File: src/rtl/gc_poll_scheduler.sv
// GameCube controller scheduler: probe/origin bring-up, periodic polling,
// retry/disconnect handling with backoff, and rumble request insertion.
module gc_poll_scheduler #(
  parameter int unsigned POLL_PERIOD    = 1_000_000,
  parameter int unsigned RETRY_LIMIT    = 3,
  parameter int unsigned BACKOFF_CYCLES = 5_000_000,
  parameter int unsigned RSP_WATCHDOG   = 20_000
) (
  input  logic        clk,
  input  logic        reset,
  input  logic        enable,
  input  logic        rumble,
  output logic        cmd_valid,
  input  logic        cmd_ready,
  output logic [23:0] cmd_data,
  output logic [1:0]  cmd_len,
  output logic [3:0]  rsp_len,
  input  logic        rsp_valid,
  input  logic        rsp_timeout,
  input  logic [79:0] rsp_data,
  output logic [63:0] pad_state,
  output logic        pad_valid,
  output logic [15:0] origin_xy,
  output logic        connected,
  output logic [7:0]  err_count
);

  localparam int unsigned TICK_W = $clog2(POLL_PERIOD + 1);
  localparam int unsigned BO_W   = $clog2(BACKOFF_CYCLES + 1);
  localparam int unsigned WD_W   = $clog2(RSP_WATCHDOG + 1);

  typedef enum logic [3:0] {
    S_IDLE, S_PROBE_ISSUE, S_PROBE_WAIT, S_ORIGIN_ISSUE, S_ORIGIN_WAIT,
    S_POLL_WAIT_TICK, S_POLL_ISSUE, S_POLL_WAIT, S_BACKOFF
  } state_t;

  state_t              r_state, w_state_n;
  logic [TICK_W-1:0]   r_tick_cnt, w_tick_cnt_n;
  logic                r_tick_pend, w_tick_pend_n;
  logic [3:0]          r_fail_cnt, w_fail_cnt_n;
  logic [WD_W-1:0]     r_wd_cnt, w_wd_cnt_n;
  logic [BO_W-1:0]     r_bo_cnt, w_bo_cnt_n;
  logic                r_cmd_valid, w_cmd_valid_n;
  logic [23:0]         r_cmd_data, w_cmd_data_n;
  logic [1:0]          r_cmd_len, w_cmd_len_n;
  logic [3:0]          r_rsp_len, w_rsp_len_n;
  logic [63:0]         r_pad_state, w_pad_state_n;
  logic                r_pad_valid, w_pad_valid_n;
  logic [15:0]         r_origin_xy, w_origin_xy_n;
  logic                r_connected, w_connected_n;
  logic [7:0]          r_err_count, w_err_count_n;
  logic                w_err_inc;

  logic w_tick, w_wd_exp, w_got, w_fail, w_xfer;
  logic w_unused;

  assign w_tick   = (r_tick_cnt == TICK_W'(POLL_PERIOD - 1));
  assign w_wd_exp = (r_wd_cnt == WD_W'(RSP_WATCHDOG - 1));
  // Timeout beats a same-cycle reply; watchdog only fires when nothing arrived.
  assign w_got    = rsp_valid & ~rsp_timeout;
  assign w_fail   = rsp_timeout | (~rsp_valid & w_wd_exp);
  assign w_xfer   = r_cmd_valid & cmd_ready;
  assign w_unused = ^rsp_data[79:64];

  always_ff @(posedge clk or posedge reset) begin
    if (reset) begin
      r_state     <= S_IDLE;
      r_tick_cnt  <= '0;
      r_tick_pend <= 1'b0;
      r_fail_cnt  <= '0;
      r_wd_cnt    <= '0;
      r_bo_cnt    <= '0;
      r_cmd_valid <= 1'b0;
      r_cmd_data  <= '0;
      r_cmd_len   <= '0;
      r_rsp_len   <= '0;
      r_pad_state <= '0;
      r_pad_valid <= 1'b0;
      r_origin_xy <= '0;
      r_connected <= 1'b0;
      r_err_count <= '0;
    end else begin
      r_state     <= w_state_n;
      r_tick_cnt  <= w_tick_cnt_n;
      r_tick_pend <= w_tick_pend_n;
      r_fail_cnt  <= w_fail_cnt_n;
      r_wd_cnt    <= w_wd_cnt_n;
      r_bo_cnt    <= w_bo_cnt_n;
      r_cmd_valid <= w_cmd_valid_n;
      r_cmd_data  <= w_cmd_data_n;
      r_cmd_len   <= w_cmd_len_n;
      r_rsp_len   <= w_rsp_len_n;
      r_pad_state <= w_pad_state_n;
      r_pad_valid <= w_pad_valid_n;
      r_origin_xy <= w_origin_xy_n;
      r_connected <= w_connected_n;
      r_err_count <= w_err_count_n;
    end
  end

  always_comb begin
    w_state_n     = r_state;
    w_tick_cnt_n  = w_tick ? '0 : r_tick_cnt + TICK_W'(1);
    w_tick_pend_n = r_tick_pend | w_tick;
    w_fail_cnt_n  = r_fail_cnt;
    w_wd_cnt_n    = r_wd_cnt;
    w_bo_cnt_n    = r_bo_cnt;
    w_cmd_valid_n = r_cmd_valid;
    w_cmd_data_n  = r_cmd_data;
    w_cmd_len_n   = r_cmd_len;
    w_rsp_len_n   = r_rsp_len;
    w_pad_state_n = r_pad_state;
    w_pad_valid_n = 1'b0;
    w_origin_xy_n = r_origin_xy;
    w_connected_n = r_connected;
    w_err_count_n = r_err_count;
    w_err_inc     = 1'b0;

    case (r_state)
      S_IDLE: if (enable) begin
        w_state_n     = S_PROBE_ISSUE;
        w_cmd_valid_n = 1'b1;
        w_cmd_data_n  = 24'h000000;
        w_cmd_len_n   = 2'd1;
        w_rsp_len_n   = 4'd3;
      end
      S_PROBE_ISSUE, S_ORIGIN_ISSUE, S_POLL_ISSUE: if (w_xfer) begin
        w_cmd_valid_n = 1'b0;
        w_wd_cnt_n    = '0;
        w_state_n     = (r_state == S_PROBE_ISSUE)  ? S_PROBE_WAIT :
                        (r_state == S_ORIGIN_ISSUE) ? S_ORIGIN_WAIT : S_POLL_WAIT;
      end
      S_PROBE_WAIT: begin
        w_wd_cnt_n = r_wd_cnt + WD_W'(1);
        if (w_got && rsp_data[23:16] == 8'h09) begin
          w_state_n     = S_ORIGIN_ISSUE;
          w_cmd_valid_n = 1'b1;
          w_cmd_data_n  = 24'h410000;
          w_cmd_len_n   = 2'd1;
          w_rsp_len_n   = 4'd10;
        end else if (w_got || w_fail) begin
          w_err_inc  = 1'b1;
          w_bo_cnt_n = '0;
          w_state_n  = S_BACKOFF;
        end
      end
      S_ORIGIN_WAIT: begin
        w_wd_cnt_n = r_wd_cnt + WD_W'(1);
        if (w_got) begin
          w_origin_xy_n = rsp_data[63:48];
          w_connected_n = 1'b1;
          w_fail_cnt_n  = '0;
          w_state_n     = S_POLL_WAIT_TICK;
        end else if (w_fail) begin
          w_err_inc  = 1'b1;
          w_bo_cnt_n = '0;
          w_state_n  = S_BACKOFF;
        end
      end
      S_POLL_WAIT_TICK: begin
        if (!enable) begin
          w_connected_n = 1'b0;
          w_state_n     = S_IDLE;
        end else if (r_tick_pend) begin
          // A tick landing in the consuming cycle stays pending.
          w_tick_pend_n = w_tick;
          w_state_n     = S_POLL_ISSUE;
          w_cmd_valid_n = 1'b1;
          w_cmd_data_n  = {8'h40, 8'h03, 7'b0, rumble};
          w_cmd_len_n   = 2'd3;
          w_rsp_len_n   = 4'd8;
        end
      end
      S_POLL_WAIT: begin
        w_wd_cnt_n = r_wd_cnt + WD_W'(1);
        if (w_got && rsp_data[55]) begin
          w_pad_state_n = rsp_data[63:0];
          w_pad_valid_n = 1'b1;
          w_fail_cnt_n  = '0;
          w_state_n     = S_POLL_WAIT_TICK;
        end else if (w_got || w_fail) begin
          w_err_inc = 1'b1;
          if (r_fail_cnt + 4'd1 >= 4'(RETRY_LIMIT)) begin
            w_connected_n = 1'b0;
            w_fail_cnt_n  = '0;
            w_bo_cnt_n    = '0;
            w_state_n     = S_BACKOFF;
          end else begin
            w_fail_cnt_n = r_fail_cnt + 4'd1;
            w_state_n    = S_POLL_WAIT_TICK;
          end
        end
      end
      S_BACKOFF: begin
        if (r_bo_cnt == BO_W'(BACKOFF_CYCLES - 1)) w_state_n = S_IDLE;
        else w_bo_cnt_n = r_bo_cnt + BO_W'(1);
      end
      default: w_state_n = S_IDLE;
    endcase

    if (w_err_inc && r_err_count != 8'hFF) w_err_count_n = r_err_count + 8'd1;
  end

  assign cmd_valid = r_cmd_valid;
  assign cmd_data  = r_cmd_data;
  assign cmd_len   = r_cmd_len;
  assign rsp_len   = r_rsp_len;
  assign pad_state = r_pad_state;
  assign pad_valid = r_pad_valid;
  assign origin_xy = r_origin_xy;
  assign connected = r_connected;
  assign err_count = r_err_count;

endmodule

File: config.mk
export PLATFORM = sky130hd
export DESIGN_NAME = gc_poll_scheduler
export DESIGN_NICKNAME = d
export VERILOG_FILES = /design/src/rtl/gc_poll_scheduler.sv
export SDC_FILE = /design/constraint.sdc
export NUM_CORES = 1
export LEC_CHECK = 0
export ABC_AREA = 1
export ABC_CLOCK_PERIOD_IN_PS = 9500
export CELL_PAD_IN_SITES_DETAIL_PLACEMENT = 2
export CELL_PAD_IN_SITES_GLOBAL_PLACEMENT = 2
export CORE_MARGIN = 1
export CORE_UTILIZATION = 30
export DETAILED_ROUTE_END_ITERATION = 10
export PLACE_DENSITY_LB_ADDON = 0.1
export RECOVER_POWER = 50
export SYNTH_ARGS = -nofsm -noshare
export SYNTH_HDL_FRONTEND = slang
export SYNTH_SLANG_ARGS = --single-unit
File: constraint.sdc
create_clock -name clk -period 9.5 [get_ports clk]
set_clock_uncertainty 0.05 [all_clocks]
set_input_delay 1.425 -clock clk [delete_from_list [all_inputs] [get_ports clk]]
set_output_delay 1.425 -clock clk [all_outputs]
set_load 0.02 [all_outputs]
==> impl_metrics.env <==
export IMPL_hold_viol_final=0
export IMPL_critPathKind="in2async"
export IMPL_avgViaCountPerCell=4.73
export IMPL_grt_pass1_vias=8385
export IMPL_drive_gt1_share_pct=5.14
export IMPL_cts_tree="yes"
export IMPL_drc=0
export IMPL_cts_root_buffer="clkbuf_16"
export IMPL_finalCriticalPeriod_ns=5.41
export IMPL_vdd_drop_max_uv=136
export IMPL_setup_viol=0
export IMPL_critical_path_max_fanout=97
export IMPL_synth_area_top_cells="dfrtp_1, nand2_1, nor2_1, nand3_1, inv_1"
export IMPL_grt_antenna_before_repair=1
export IMPL_synth_seq_cells=165
export IMPL_syn_inst=1069
export IMPL_crit_path_end_kind="asynchronous set/reset pin"
export IMPL_grt_first_pass_wirelength_um=45300
export IMPL_cts_setup_buffers=0
export IMPL_ys_flop_type="dfrtp_1"
export IMPL_cts_hold_buf=0
export IMPL_grt_max_degree=98
export IMPL_grt_overflow_total=0
export IMPL_die_area_mm2=0.0282
export IMPL_hpwl_um=19600
export IMPL_antenna_left=0
export IMPL_grt_most_used_layer="met2"
export IMPL_synth_edff_count=0
export IMPL_violations="capacitance limit, slew limit"
export IMPL_worst_pin_slew_ns=4.71
export IMPL_reg2reg_depth=9
export IMPL_via_count=7504
export IMPL_arrival_ns=5.78
export IMPL_netlist_area_leader_share_pct=49.9
export IMPL_syn_cell_area_mm2=0.00827
export IMPL_yosysWarnings=0
export IMPL_grtUsageMet2_pct=35.3
export IMPL_gr_usage_met3_pct=6.89
export IMPL_use_met1_pct=24.8
export IMPL_path_clk_slew_ns=0.06
export IMPL_fp_row_count=60
export IMPL_htree_levels=4
export IMPL_gp_congestion=0.781
export IMPL_whs_path_depth=1
export IMPL_final_util_pct=40.1
export IMPL_drv_slew=98
export IMPL_avgSynthCellArea_um2=7.74
export IMPL_clock_latency_ns=0.43
export IMPL_gr_usage_all_layers_pct=20.5
export IMPL_synth_top_area_cell="dfrtp_1"
export IMPL_initial_core_util_pct=30.6
export IMPL_cts_sinks=165
export IMPL_power_density_mw_per_mm2=141
export IMPL_slew_headroom_pct=-216
export IMPL_drt_pass1_iter_count=4
export IMPL_wl_per_cell_um=17.2
export IMPL_start_kind="input port"
export IMPL_layout_worst_path_cycle_share_pct=56.9
export IMPL_cap_violations=1
export IMPL_ys_seq_area_share_pct=49.9
export IMPL_synthArstFlopShare_pct=100
export IMPL_routed_wl_um=27300
export IMPL_die_x_um=168
export IMPL_fin_tns_setup_ns=0
export IMPL_hold_path_class="reg2reg"
export IMPL_leakagePower_uw=0.00563
export IMPL_core_mm2=0.0270
export IMPL_die_y_um=168
export IMPL_yosysUniqueCellTypes=39
export IMPL_rsz0062_at_grt="false"
export IMPL_ios=208
export IMPL_cts_resized=0
export IMPL_numCtsBuffers=17
export IMPL_status="finished with violations"
export IMPL_fin_nets=1326
export IMPL_required_ns=9.88
export IMPL_finalHoldWorstSlack_ns=0.418
export IMPL_clock_path_buffers=2
export IMPL_port_buffers=171
export IMPL_fmax_mhz=185
export IMPL_area_growth_pct=31.0
export IMPL_drt_iter0_markers=311
path summary, 6_finish.rpt:
kind,start,end,slack (ns)
worst min register to register,cmd_len[0]$_DFFE_PP0P_,cmd_len[0]$_DFFE_PP0P_,0.42
worst max-delay path,reset,r_tick_cnt[8]$_DFF_PP0_,4.09
max in group clk,rsp_valid,pad_state[55]$_DFFE_PP0P_,5.55
min in group asynchronous,reset,r_bo_cnt[3]$_DFFE_PP0P_,2.83
worst min-delay path,cmd_len[0]$_DFFE_PP0P_,cmd_len[0]$_DFFE_PP0P_,0.42
worst max register to register,r_state[0]$_DFFE_PP0P_,r_bo_cnt[17]$_DFFE_PP0P_,6.56
registers in the layout, indices dropped and copies added (netlist names), 4 cells and up:
| name | count |
|---|---|
| err_count | 8 |
| origin_xy | 16 |
| pad_state | 64 |
| r_bo_cnt | 23 |
| r_fail_cnt | 4 |
| r_state | 4 |
| r_tick_cnt | 20 |
| r_wd_cnt | 15 |
synth_stat cells (all sizes together) (2+ instances only):
cell type,instances
nor3,15
o21ai,55
inv,103
buf,37
nand3,76
nor4,2
nand4,22
xnor2,9
a21oi,7
clkbuf,11
xor2,27
nor2,106
ha,6
o22ai,4
or2,6
dfrtp,165
nand2,405
nand3b,6
cell families (layout without fill, tap and decap cells):
| group | Yosys count | count (layout) | synth area share, % |
|---|---|---|---|
| and+or+nand+nor | 639 | 639 | 32.4 |
| AOI/OAI and AO/OA | 70 | 70 | 4.49 |
| muxes | 1 | 1 | 0.136 |
| adders and majority gates | 6 | 6 | 0.907 |
| other | 1 | 21 | 0.0453 |
| buffers and inverters | 151 | 308 | 8.29 |
| xor gates and xnor gates | 36 | 36 | 3.81 |
| DFF | 165 | 165 | 49.9 |
per-layer routing:
metal,vias to the layer above,part of all wire [%]
li1,3637,-
met5,-,0
met2,125,49
met1,3727,43
met3,15,6.5
met4,0,1.0
metrics by stage:
stage	total power [uW]	cells	cell area, um2	worst slack (ns)
2_1_floorplan	743	1088	8350	3.56
3_3_place_gp	774	1555	10200	5.15
3_5_place_dp	774	1555	10200	5.17
4_1_cts	1560	1586	10900	5.61
5_1_grt	1580	1586	10800	3.34
6_report	1530	1587	10800	4.09
critical path: stages:
cell	delay, ns
dlygate4sd3_1	0.54
clkinvlp_2	2.62
buf_4	1.04
power breakdown:
| group | switching, uW | internal, uW | leakage (uW) |
|---|---|---|---|
| Combinational | 30.3 | 26.1 | 0.00318 |
| Sequential | 0 | 702 | 0.00214 |
| Clock | 325 | 448 | 0.000312 |
| Total | 356 | 1180 | 0.00563 |
final cells by class:
type	instances	area, um2
Multi-Input combinational cell	772	3520
Fill cell	3130	16200
Clock buffer	17	425
Sequential cell	165	4130
Clock inverter	14	215
Tap cell	341	427
Antenna cell	1	2.50
Timing Repair Buffer	174	1730
Inverter	103	388
cells in the final DEF, fill, tap and decap left out, types with 27 or more instances in the layout:
| master | instances |
|---|---|
| clkdlybuf4s50_1 | 107 |
| dfrtp_1 | 165 |
| dlygate4sd3_1 | 64 |
| inv_1 | 92 |
| nand2_1 | 401 |
| nand3_1 | 74 |
| nor2_1 | 102 |
| o21ai_0 | 32 |
| xor2_1 | 27 |
No activity file was read; power rests on OpenSTA's default activity.
